<file path="src/rtl/dac_wave_sequencer_pkg.sv">
// ============================================================================
// wave_pkg : shared types and constants for the DAC waveform sequencer
// Revision : 1.0
// ============================================================================
`default_nettype none

package wave_pkg;

    localparam int ROM_AW = 12;
    localparam int DAC_W  = 8;

    localparam logic [1:0] WAVE_SQ  = 2'd0;
    localparam logic [1:0] WAVE_SIN = 2'd1;
    localparam logic [1:0] WAVE_TRI = 2'd2;
    localparam logic [1:0] WAVE_OFF = 2'd3;

    typedef enum logic [2:0] {
        ST_IDLE   = 3'd0,
        ST_ADDR   = 3'd1,
        ST_FETCH  = 3'd2,
        ST_SCALE  = 3'd3,
        ST_SETUP  = 3'd4,
        ST_STROBE = 3'd5,
        ST_HOLD   = 3'd6
    } seq_state_e;

    // Full scale passes the sample through untouched; otherwise amp/16.
    function automatic logic [DAC_W-1:0] scale_sample(input logic [DAC_W-1:0] data,
                                                      input logic [3:0]       amp);
        logic [11:0] prod;
        prod = {4'b0000, data} * {8'h00, amp};
        if (amp == 4'd15) begin
            return data;
        end
        return DAC_W'(prod >> 4);
    endfunction

endpackage

`default_nettype wire

</file>
<file path="src/rtl/dac_wave_sequencer_sample_tick_gen.sv">
// ============================================================================
// sample_tick_gen : one-cycle tick every SAMPLE_DIV clocks while enabled
// Revision : 1.0
// ============================================================================
`default_nettype none

module sample_tick_gen #(
    parameter int SAMPLE_DIV = 100
) (
    input  logic clk,
    input  logic rst,
    input  logic en,
    input  logic clr,
    output logic tick
);

    localparam int            CW   = (SAMPLE_DIV > 1) ? $clog2(SAMPLE_DIV) : 1;
    localparam logic [CW-1:0] LAST = CW'(SAMPLE_DIV - 1);

    logic [CW-1:0] cnt_q, cnt_d;

    always_comb begin
        cnt_d = cnt_q;
        if (clr) begin
            cnt_d = '0;
        end else if (en) begin
            cnt_d = (cnt_q == LAST) ? '0 : cnt_q + CW'(1);
        end
    end

    always_ff @(posedge clk or posedge rst) begin
        if (rst) begin
            cnt_q <= '0;
        end else begin
            cnt_q <= cnt_d;
        end
    end

    assign tick = en && !clr && (cnt_q == LAST);

endmodule

`default_nettype wire

</file>
<file path="src/rtl/dac_wave_sequencer.sv">
// ============================================================================
// dac_wave_sequencer : phase-accumulated ROM fetch, scaling and DAC write strobe
// Revision : 1.0
// ============================================================================
`default_nettype none

module dac_wave_sequencer
    import wave_pkg::*;
#(
    parameter int SAMPLE_DIV = 100,
    parameter int WR_LOW     = 2,
    parameter int PHASE_W    = 16
) (
    input  logic              clk,
    input  logic              rst,
    input  logic              enable,
    input  logic [7:0]        freq_word,
    input  logic [1:0]        wave_sel,
    input  logic [3:0]        amp,
    input  logic              ch_sel,
    output logic [ROM_AW-1:0] rom_addr,
    input  logic [DAC_W-1:0]  rom_sq,
    input  logic [DAC_W-1:0]  rom_sin,
    input  logic [DAC_W-1:0]  rom_tri,
    output logic              dac_cs,
    output logic              dac_wr,
    output logic              dac_ab,
    output logic [DAC_W-1:0]  dac_data,
    output logic              busy,
    output logic              overrun
);

    localparam int             WCW     = (WR_LOW > 1) ? $clog2(WR_LOW) : 1;
    localparam logic [WCW-1:0] WR_LAST = WCW'(WR_LOW - 1);

    logic tick;

    sample_tick_gen #(
        .SAMPLE_DIV (SAMPLE_DIV)
    ) u_tick (
        .clk  (clk),
        .rst  (rst),
        .en   (enable),
        .clr  (!enable),
        .tick (tick)
    );

    seq_state_e         state_q, state_d;
    logic [PHASE_W-1:0] phase_q, phase_d;
    logic [ROM_AW-1:0]  rom_addr_q, rom_addr_d;
    logic [1:0]         wave_q, wave_d;
    logic [3:0]         amp_q, amp_d;
    logic               ch_q, ch_d;
    logic [DAC_W-1:0]   sel_q, sel_d;
    logic [WCW-1:0]     wr_cnt_q, wr_cnt_d;
    logic               dac_cs_q, dac_cs_d;
    logic               dac_wr_q, dac_wr_d;
    logic               dac_ab_q, dac_ab_d;
    logic [DAC_W-1:0]   dac_data_q, dac_data_d;
    logic               busy_q, busy_d;
    logic               overrun_q, overrun_d;

    always_comb begin
        state_d    = state_q;
        phase_d    = phase_q;
        rom_addr_d = rom_addr_q;
        wave_d     = wave_q;
        amp_d      = amp_q;
        ch_d       = ch_q;
        sel_d      = sel_q;
        wr_cnt_d   = wr_cnt_q;
        dac_cs_d   = dac_cs_q;
        dac_wr_d   = dac_wr_q;
        dac_ab_d   = dac_ab_q;
        dac_data_d = dac_data_q;
        // A tick that lands mid-sequence is dropped and only flagged.
        overrun_d  = overrun_q | (tick && (state_q != ST_IDLE));

        case (state_q)
            ST_IDLE: begin
                if (tick && enable) begin
                    wave_d     = wave_sel;
                    amp_d      = amp;
                    ch_d       = ch_sel;
                    rom_addr_d = phase_q[PHASE_W-1 -: ROM_AW];
                    phase_d    = phase_q + PHASE_W'(freq_word);
                    state_d    = ST_ADDR;
                end
            end
            ST_ADDR: begin
                state_d = ST_FETCH;
            end
            ST_FETCH: begin
                case (wave_q)
                    WAVE_SQ:  sel_d = rom_sq;
                    WAVE_SIN: sel_d = rom_sin;
                    WAVE_TRI: sel_d = rom_tri;
                    default:  sel_d = '0;
                endcase
                state_d = ST_SCALE;
            end
            ST_SCALE: begin
                dac_data_d = scale_sample(sel_q, amp_q);
                dac_ab_d   = ch_q;
                dac_cs_d   = 1'b0;
                state_d    = ST_SETUP;
            end
            ST_SETUP: begin
                dac_wr_d = 1'b0;
                wr_cnt_d = '0;
                state_d  = ST_STROBE;
            end
            ST_STROBE: begin
                if (wr_cnt_q == WR_LAST) begin
                    dac_wr_d = 1'b1;
                    state_d  = ST_HOLD;
                end else begin
                    wr_cnt_d = wr_cnt_q + WCW'(1);
                end
            end
            ST_HOLD: begin
                dac_cs_d = 1'b1;
                state_d  = ST_IDLE;
            end
            default: begin
                state_d = ST_IDLE;
            end
        endcase

        if (!enable) begin
            phase_d = '0;
        end
        busy_d = (state_d != ST_IDLE);
    end

    always_ff @(posedge clk or posedge rst) begin
        if (rst) begin
            state_q    <= ST_IDLE;
            phase_q    <= '0;
            rom_addr_q <= '0;
            wave_q     <= WAVE_SQ;
            amp_q      <= '0;
            ch_q       <= 1'b0;
            sel_q      <= '0;
            wr_cnt_q   <= '0;
            dac_cs_q   <= 1'b1;
            dac_wr_q   <= 1'b1;
            dac_ab_q   <= 1'b0;
            dac_data_q <= '0;
            busy_q     <= 1'b0;
            overrun_q  <= 1'b0;
        end else begin
            state_q    <= state_d;
            phase_q    <= phase_d;
            rom_addr_q <= rom_addr_d;
            wave_q     <= wave_d;
            amp_q      <= amp_d;
            ch_q       <= ch_d;
            sel_q      <= sel_d;
            wr_cnt_q   <= wr_cnt_d;
            dac_cs_q   <= dac_cs_d;
            dac_wr_q   <= dac_wr_d;
            dac_ab_q   <= dac_ab_d;
            dac_data_q <= dac_data_d;
            busy_q     <= busy_d;
            overrun_q  <= overrun_d;
        end
    end

    assign rom_addr = rom_addr_q;
    assign dac_cs   = dac_cs_q;
    assign dac_wr   = dac_wr_q;
    assign dac_ab   = dac_ab_q;
    assign dac_data = dac_data_q;
    assign busy     = busy_q;
    assign overrun  = overrun_q;

endmodule

`default_nettype wire

</file>
<file path="config.mk">
export PLATFORM = sky130hd
export DESIGN_NAME = dac_wave_sequencer
export DESIGN_NICKNAME = d
export VERILOG_FILES = /design/src/rtl/dac_wave_sequencer_pkg.sv /design/src/rtl/dac_wave_sequencer_sample_tick_gen.sv /design/src/rtl/dac_wave_sequencer.sv
export SDC_FILE = /design/constraint.sdc
export NUM_CORES = 1
export LEC_CHECK = 0
export CAP_MARGIN = 15
export CORE_UTILIZATION = 50
export CTS_BUF_LIST = sky130_fd_sc_hd__clkbuf_8
export CTS_CLUSTER_DIAMETER = 40
export DETAILED_ROUTE_END_ITERATION = 6
export PLACE_DENSITY = 0.75
export SYNTH_ARGS = -nofsm -noshare
export SYNTH_HDL_FRONTEND = slang
export SYNTH_SLANG_ARGS = --single-unit
</file>
<file path="constraint.sdc">
create_clock -name clk -period 5.8 [get_ports clk]
set_input_delay 1.16 -clock clk [delete_from_list [all_inputs] [get_ports clk]]
set_output_delay 1.16 -clock clk [all_outputs]
set_load 0.01 [all_outputs]
</file>
== After elaboration in Yosys (flattened, before gate mapping) ==
Index checks and enable logic that the tools add are counted.

* Register bits after elaboration: 67
* Input port bits: 42
* Output and inout port bits: 25
* Logic and storage cells: 63

* Add/sub/neg operators: 3
* Multiply operators: 1
* Eq/ne operators: 13
* Mux-type cells: 18
* Bitwise operators: 1
* Reductions and logical operators: 12

{| class="wikitable"
|+ Operators with widths
! operator !! number
|-
| $mux 16 || 3
|-
| $pmux 8 s3 || 1
|-
| $pmux 3 s6 || 1
|-
| $add 16x8->16 || 1
|-
| $mux 8 || 2
|-
| $mux 7 || 2
|-
| $mul 8x4->12 || 1
|-
| $eq 3x3->1 const B || 3
|-
| $add 7x1->7 const B || 1
|-
| $eq 7x7->1 const B || 1
|-
| $eq 3x2->1 const B || 2
|-
| $mux 3 || 2
|-
| $pmux 1 s2 || 3
|-
| $reduce_and 2->1 || 3
|-
| $reduce_bool 3->1 || 2
|-
| $eq 4x4->1 const B || 1
|-
| $mux 1 || 4
|-
| $ne 2x1->1 const B || 2
|-
| $reduce_bool 2->1 || 2
|-
| $eq 3x1->1 const B || 1
|-
| $logic_and 1x1->1 || 3
|-
| $logic_not 3->1 || 1
|-
| $eq 2x1->1 const B || 1
|-
| $eq 2x2->1 const B || 1
|-
| other kinds (4) || 4
|}

== Depth between registers and ports, before layout ==
Gate-level depths: netlist of the first run.

* Word-level depth: 6
* Mapped depth: 13
* Mapped depth without buffers: 12

== By module ==
Synthesis of the first run repeated with hierarchy kept, for this count alone.

* Cell total of the unflattened synthesis: 446
* Area total of the unflattened synthesis: 4,239.1 um2

{| class="wikitable"
|+ By module, submodules not included
! module !! instances !! cells an instance !! area each (um2) !! seq. area each (um2)
|-
| dac_wave_sequencer || 1 || 403 || 3,839.9 || 1,503.9
|-
| sample_tick_gen || 1 || 43 || 399.1 || 175.2
|}

== Worst setup path before layout of the first run ==
Ideal clock, no wire load.

* Kind: reg2reg
* Start: register amp_q[3]
* End: register dac_data_q[7], in the netlist dac_data[7]
* Setup time: 0.069 ns
* Data arrival time: 3.143 ns
* Required time: 5.731 ns
* Slack: 2.588 ns
* Cell stages (with the launch flop): 13
* Buffers on the path: 0
* Period minus slack after synthesis: 3.212 ns
* Cell sequence: dfrtp_1 -> and2_1 -> fa_1 -> inv_1 -> fa_1 -> inv_1 -> ha_1 -> a21oi_1 -> nor2b_1 -> o2111a_1 -> o21ai_1 -> or4b_1 -> nand3_1

* Longest elaborated chain between the ends: 4
* Elaborated cells between the ends (all ways): 5
* Those cells by class: mul (1); eq/ne (1); mux (3)

{| class="wikitable"
|+ Ends and longest elaborated chain
! what !! line !! text
|-
| from (decl) || dac_wave_sequencer.sv:52 || <nowiki>logic [3:0] amp_q, amp_d;</nowiki>
|-
| from (signal assigned) || dac_wave_sequencer.sv:157 || <nowiki>amp_q <= amp_d;</nowiki>
|-
| parallel branches: the longest is 3 deep, another holds $mul 8x4->12 || - ||
|-
| $mux 8 * || dac_wave_sequencer_pkg.sv:35 || <nowiki>return DAC_W'(prod >> 4);</nowiki>
|-
| to (signal assigned) || dac_wave_sequencer.sv:164 || <nowiki>dac_data_q <= dac_data_d;</nowiki>
|-
| to (decl) || dac_wave_sequencer.sv:59 || <nowiki>logic [DAC_W-1:0] dac_data_q, dac_data_d;</nowiki>
|}

Every way passes the cells marked *. The select of a mux whose other input is x is not followed.
A chain may end at the register's enable or synchronous reset.

== Worst setup path after layout of the first run ==
Same ends and word-level chain as after synthesis.

==> summary.txt, run 1 <==
Synth
  • Cell area after synthesis: 4139 µm²
  • Post-Syn Nets: 498
  • Asr flop ratio synth: 100.0%
  • Register area share after synthesis: 40.57%
  • Post-Syn Area per Cell: 9.831 µm²
  • Syn Inst Count: 421
  • #FFs+latches synth: 67
  • Number of synthesized flops with an enable pin: 0
  • Ys flop type: dfrtp_1
  • Yosys warning total: 0
  • Synth unique cells: 50

Place
  • Final Wtd Congestion: 0.8815
  • Pre-CTS setup slack: 2155 ps
  • Port bufs: 66
  • Detailed placement HPWL: 6.319 mm
  • Placed Area: 4868 µm²

Routing
  • Total routed wirelength: 8.532 mm
  • Routed via count: 3197
  • DRC errors left: 0
  • Wire per inst: 14.44 µm
  • 1st-iter DRT viols: 108
  • ANT nets after route: 0
  • TritonRoute pass-1 iters: 4
  • DR vias/cell: 5.409

Critical path
  • Crit start category: flip-flop
  • Reg-to-Reg End: dac_data[7]
  • Required @ worst endpoint: 6070 ps
  • Worst Setup End Kind: flip-flop
  • Crit path kind: reg -> reg
  • FF-to-FF path depth: 12
  • Setup slack, reg-to-reg: 2290 ps
  • CP Max Fanout: 10
  • Worst EP arrival: 3780 ps
  • Worst Setup SP: amp_q[3]
  • Critical R2R Launch: amp_q[3]

Pwr
  • Seq pwr share: 49.9%
  • Net Sw Power: 0.2123 mW
  • Pwr Density: 188.3 nW/µm²
  • Clock share of power: 44.1%
  • Sw Ratio: 22.18%
  • VDD IR max: 0.0001677 V
  • Combinational power share: 6.0%
  • Design internal power: 0.7451 mW
  • Leak pwr: 2.371 nW

Finish
  • Total Nets Final: 561
  • Area Overhead vs Synth: 22.85%
  • Filler cells: 672
  • Antenna Cells: 0
  • Layout cell share with drive strength beyond 1: 9.816%
  • Final instance area: 5085 µm²

Timing
  • Worst-Margin Slew: 968.0 ps
  • Fmax: 285.2 MHz
  • Final worst slack: 2294 ps
  • TNS Setup: 0 ps
  • Hold slack: 463.9 ps
  • Final worst path period need: 3506 ps
  • Slew Limit Fails: 0
  • Final Skew: 9.637 ps
  • # setup viols final: 0
  • Period utilization: 60.45%
  • Rel. slew slack: 35.31%
  • Final Hold Violating Endpoints: 0
  • Setup repair after global routing missed its margin: no

Global routing
  • Met2 global-route usage: 38.91%
  • Initial antenna violation count: 0
  • All-Layer GR Usage: 21.60%
  • Largest net degree at the start of global routing: 68
  • Overflow after GRT: 0
  • First-pass GRT wire length: 14.63 mm
  • Grt met1 use: 25.83%
  • Gr busiest metal: met2
  • Vias in the first global route: 3236
  • M3 GR Usage: 5.447%

CTS
  • Hold_buf cts: 0
  • TritonCTS Sinks: 67
  • CTS Buffer Depth: 2
  • TritonCTS clock tree: done
  • Post-CTS setup buffer count: 0
  • Clock Root Buffer: clkbuf_8
  • Clk_lat worst skew: 330 ps
  • CTS resizes: 0
  • CTS buffer count: 9
  • Total number of H-tree levels: 3
  • Reg clk slew, reported paths: 70 ps

Worst hold path
  • Hold Crit Depth: 1
  • Hold Crit Class: reg -> reg
  • Worst Hold Path EP: u_tick.cnt_q[0]
  • Startpoint of the worst hold path: u_tick.cnt_q[0]

Floorplanning
  • Die X: 92.99 µm
  • Initial Util: 52.74%
  • Area of the die: 8646 µm²
  • IO Pins: 67
  • Die Y: 92.99 µm
  • Core area: 7848 µm²
  • Rows: 32

Run
  • # Max-Cap Violations: 0

Status
  • Status: completed
## worst max path at each step
stage	slack (ps)	cells after the start	to
floorplan	2590	12	dac_data[7]
detailed placement	2150	9	phase_q[12]
global route	2100	12	dac_data[7]
global placement	2210	9	phase_q[12]
CTS	2300	12	dac_data[7]
finish	2290	12	dac_data[7]
## cells in the final DEF, fill, tap and decap left out, types with 8 or more instances in the layout
cell type	synthesis	routed
nand3_1	8	8
nand2_1	53	53
o221ai_1	8	8
a21oi_1	18	18
clkbuf_8	0	9
xor2_1	10	10
ha_1	23	23
mux2i_1	8	8
nor2_1	31	31
dfrtp_1	65	65
clkdlybuf4s50_1	0	66
fa_1	12	12
xnor2_1	11	11
mux2_2	20	20
o21ai_0	13	13
inv_1	24	23
and2_1	32	32
## cell families after synthesis
kind of cell	share of synthesized area [%]
xor+xnor	4.444
compound gates	13.06
fa+ha+maj	12.76
buf+inv	3.960
flops	40.57
simple gates	17.84
mux	7.376
## sequential cells by signal (all words and copies together), names as in the netlist
signal / count
wave_q: 2
dac_ab: 1
wr_cnt_q: 1
dac_wr: 1
ch_q: 1
phase_q: 16
u_tick.cnt_q: 7
busy: 1
rom_addr: 12
overrun: 1
dac_data: 8
sel_q: 8
state_q: 3
amp_q: 4
dac_cs: 1
## per-layer routing
layer / wire (µm) / vias to the layer above
met4: 35 / 0
met2: 4532 / 51
met5: 0 / -
met1: 3664 / 1569
met3: 300 / 4
li1: - / 1573
## power by group through the flow
stage          logic [mW]  clock network, mW  registers, mW
3_3_place_gp       0.0567                  0          0.486
3_5_place_dp       0.0581                  0          0.486
6_report           0.0572              0.423          0.477
2_1_floorplan      0.0232                  0          0.484
4_1_cts            0.0583              0.435          0.477
5_1_grt            0.0631              0.453          0.478
## critical path, stage by stage, from the launching register on
cell and delay, ps:
dfrtp_1 480, and2_1 200, fa_1 530, inv_1 50, fa_1 520, inv_1 40
ha_1 340, a21oi_1 90, nor2b_1 200, o2111a_1 270, o21ai_1 130, or4b_1 490
nand3_1 100
## layout make-up
cell class	instances	area [µm²]	share of cell area (%)
multi-input combinational	314	2296	45.15
sequential	67	1679	33.02
timing repair buffer	68	675.6	13.29
tap	102	127.6	2.510
clock buffer	9	123.9	2.436
clock inverter	7	92.59	1.821
inverter	24	90.09	1.772
## per-stage QoR
stage | util, % | instances | power, mW
final | 64.80 | 591 | 0.9574
after global routing | 64.80 | 591 | 0.9947
after CTS | 64.80 | 591 | 0.9705
after detailed placement | 62.04 | 575 | 0.5446
after global placement | 62.04 | 575 | 0.5429
after floorplan | - | 421 | 0.5073
## synth_stat cells, types with 3 or more instances
master	n	area (µm²)
dfrtp_1	65	1627
nand2_1	53	198.9
and2_1	32	200.2
nor2_1	31	116.4
inv_1	24	90.09
ha_1	23	287.8
mux2_2	20	225.2
a21oi_1	18	90.09
o21ai_0	13	65.06
fa_1	12	240.2
xnor2_1	11	96.34
clkbuf_1	10	37.54
xor2_1	10	87.58
mux2i_1	8	80.08
nand3_1	8	40.04
o221ai_1	8	70.07
a21boi_0	6	45.04
o21a_1	6	45.04
a211oi_1	5	37.54
nor3_1	5	25.02
a21o_1	4	30.03
buf_2	4	20.02
nand4_1	4	25.02
o211ai_1	4	30.03
nor2b_1	3	18.77
o21bai_1	3	22.52
or2_2	3	18.77
Power figures use the tool's default switching activity.
==> run 2: changes to the inputs <==
--- a/config.mk
+++ b/config.mk
@@ -10,7 +10,7 @@
 export CTS_BUF_LIST = sky130_fd_sc_hd__clkbuf_8
 export CTS_CLUSTER_DIAMETER = 40
 export DETAILED_ROUTE_END_ITERATION = 6
-export PLACE_DENSITY = 0.75
+export PLACE_DENSITY = 0.78
 export SYNTH_ARGS = -nofsm -noshare
 export SYNTH_HDL_FRONTEND = slang
 export SYNTH_SLANG_ARGS = --single-unit
==> constraint.sdc (replaced) <==
create_clock -name clk -period 3.2 [get_ports clk]
set_input_delay 0.64 -clock clk [delete_from_list [all_inputs] [get_ports clk]]
set_output_delay 0.64 -clock clk [all_outputs]
set_load 0.01 [all_outputs]
==> summary.txt, run 2 (synthesized netlist as in run 1, its figures left out) <==
Status
  • Status: finished with violations (was completed)
  • Failing checks: setup timing

Critical path
  • Crit start category: flip-flop (unchanged)
  • Reg-to-Reg End: dac_data[7] (unchanged)
  • Required @ worst endpoint: 3490 ps (was 6070 ps)
  • Setup slack, reg-to-reg: -90 ps (was 2290 ps)
  • Worst Setup SP: sel_q[2] (was amp_q[3])
  • Worst EP arrival: 3580 ps (was 3780 ps)
  • Worst Setup End Kind: flip-flop (unchanged)
  • FF-to-FF path depth: 12 (unchanged)
  • Critical R2R Launch: sel_q[2] (was amp_q[3])
  • Crit path capture: dac_data[7] (unchanged)
  • Crit path kind: reg -> reg (unchanged)
  • CP Max Fanout: 3 (was 10)

Routing
  • 1st-iter DRT viols: 103 (was 108)
  • Routed wl met2: 5.137 mm (was 4.532 mm)
  • Routed via count: 3420 (was 3197)
  • DR vias/cell: 5.429 (was 5.409)
  • Top sig layer: met4 (unchanged)
  • TritonRoute pass-1 iters: 4 (unchanged)
  • Met3 wire length: 274 µm (was 300 µm)
  • ANT nets after route: 0 (unchanged)
  • M1 wire length: 3.796 mm (was 3.664 mm)
  • DRC errors left: 0 (unchanged)
  • Total routed wirelength: 9.437 mm (was 8.532 mm)
  • Wire per inst: 14.98 µm (was 14.44 µm)

Timing
  • # setup viols final: 4 (was 0)
  • Final Hold Violating Endpoints: 0 (unchanged)
  • Final worst slack: -88.00 ps (was 2294 ps)
  • Period utilization: 102.7% (was 60.45%)
  • Rel. slew slack: 43.60% (was 35.31%)
  • Slew Limit Fails: 0 (unchanged)
  • Worst-Margin Slew: 842.8 ps (was 968.0 ps)
  • Final worst path period need: 3288 ps (was 3506 ps)
  • Final Skew: 13.83 ps (was 9.637 ps)
  • Hold slack: 462.3 ps (was 463.9 ps)
  • TNS Setup: -131.1 ps (was 0 ps)
  • Setup repair after global routing missed its margin: yes (was no)
  • Fmax: 304.1 MHz (was 285.2 MHz)

CTS
  • Hold_buf cts: 0 (unchanged)
  • TritonCTS Sinks: 67 (unchanged)
  • CTS buffer count: 9 (unchanged)
  • Clock Root Buffer: clkbuf_8 (unchanged)
  • TritonCTS clock tree: done (unchanged)
  • Total number of H-tree levels: 3 (unchanged)
  • Reg clk slew, reported paths: 80 ps (was 70 ps)
  • CTS Buffer Depth: 2 (unchanged)
  • Clk_lat worst skew: 350 ps (was 330 ps)

Floorplanning
  • Core area: 7848 µm² (unchanged)
  • Initial Util: 52.74% (unchanged)
  • Rows: 32 (unchanged)
  • Die Y: 92.99 µm (unchanged)
  • IO Pins: 67 (unchanged)
  • Die X: 92.99 µm (unchanged)
  • Area of the die: 8646 µm² (unchanged)

Place
  • Placed Area: 5054 µm² (was 4868 µm²)
  • Detailed placement HPWL: 6.481 mm (was 6.319 mm)
  • Final Wtd Congestion: 0.8309 (was 0.8815)
  • Pre-CTS setup slack: -123.6 ps (was 2155 ps)
  • Port bufs: 66 (unchanged)

Global routing
  • All-Layer GR Usage: 22.53% (was 21.60%)
  • Vias in the first global route: 3506 (was 3236)
  • Initial antenna violation count: 0 (unchanged)
  • Overflow after GRT: 0 (unchanged)
  • Largest net degree at the start of global routing: 43 (was 68)
  • First-pass GRT wire length: 15.26 mm (was 14.63 mm)

Pwr
  • VDD IR max: 0.0002629 V (was 0.0001677 V)
  • Overall Power: 1.727 mW (was 0.9574 mW)
  • Leak pwr: 2.602 nW (was 2.371 nW)
  • Pwr Density: 312.7 nW/µm² (was 188.3 nW/µm²)

Worst hold path
  • Hold Crit Class: reg -> reg (unchanged)

Finish
  • Layout cell share with drive strength beyond 1: 22.35% (was 9.816%)
  • Antenna Cells: 0 (unchanged)
  • Commonest non-fill, non-tap cell in the layout: clkdlybuf4s50_1 (unchanged)
  • Max reg flops: 16 (unchanged)
  • Area Overhead vs Synth: 33.43% (was 22.85%)
  • Total Nets Final: 600 (was 561)
  • Most frequent cells in the layout: clkdlybuf4s50_1 (66), dfrtp_1 (61), nand2_1 (50) (was clkdlybuf4s50_1 (66), dfrtp_1 (65), nand2_1 (53))
  • Largest Register: phase_q (unchanged)
  • Final instance area: 5523 µm² (was 5085 µm²)

Run
  • # Max-Cap Violations: 0 (unchanged)
run 2: final cells by class:
class,count,area [µm²]
multi-input combinational,314,2419
tap,102,127.6
inverter,24,90.09
clock buffer,9,123.9
clock inverter,7,82.58
timing repair buffer,107,996.0
fill,576,2325
sequential,67,1684
run 2: timing repair:
action,CTS,global route
setup buffers,12,4
pin swaps,22,15
cloned,0,0
endpoints found under the hold margin,0,0
gates resized for setup,21,20
endpoints found under the setup margin,6,7
run 2: report_power, final:
group | total [mW] | internal, mW | switching [mW] | leakage, nW
clock network | 0.745 | 0.373 | 0.372 | 0.0988
logic | 0.119 | 0.0702 | 0.0493 | 1.61
registers | 0.862 | 0.854 | 0.00816 | 0.897
run 2: how the worst min path moves through the flow:
stage / endpoint / slack, ps / from / cells past startpoint
after floorplan: u_tick.cnt_q[0] / 430 / u_tick.cnt_q[0] / 1
after global placement: u_tick.cnt_q[0] / 440 / u_tick.cnt_q[0] / 1
after detailed placement: u_tick.cnt_q[0] / 450 / u_tick.cnt_q[0] / 1
after CTS: u_tick.cnt_q[0] / 470 / u_tick.cnt_q[0] / 1
after global routing: u_tick.cnt_q[0] / 490 / u_tick.cnt_q[0] / 1
final: u_tick.cnt_q[0] / 460 / u_tick.cnt_q[0] / 1
run 2: layer usage:
layer  track usage [%]  vias up
met5                 0        -
met1             25.74     1675
li1                  -     1659
met3             4.878       23
met2             40.44       63
met4             9.744        0
run 2: per-stage QoR:
| step | utilization [%] | cells |
|---|---|---|
| after global placement | 64.40 | 598 |
| after global routing | 70.38 | 630 |
| after CTS | 69.18 | 626 |
| after floorplan | - | 421 |
| final | 70.38 | 630 |
| after detailed placement | 64.40 | 598 |
run 2: worst max-delay path: stages, from the launching register on:
cell and delay (ps):
dfrtp_1 390, buf_4 150, nand2_4 50, fa_1 500, inv_1 50, fa_1 470, ha_1 290, nand4_1 170
nor3_4 270, o2111a_1 250, o21ai_2 90, or4b_1 470, nand3_1 100
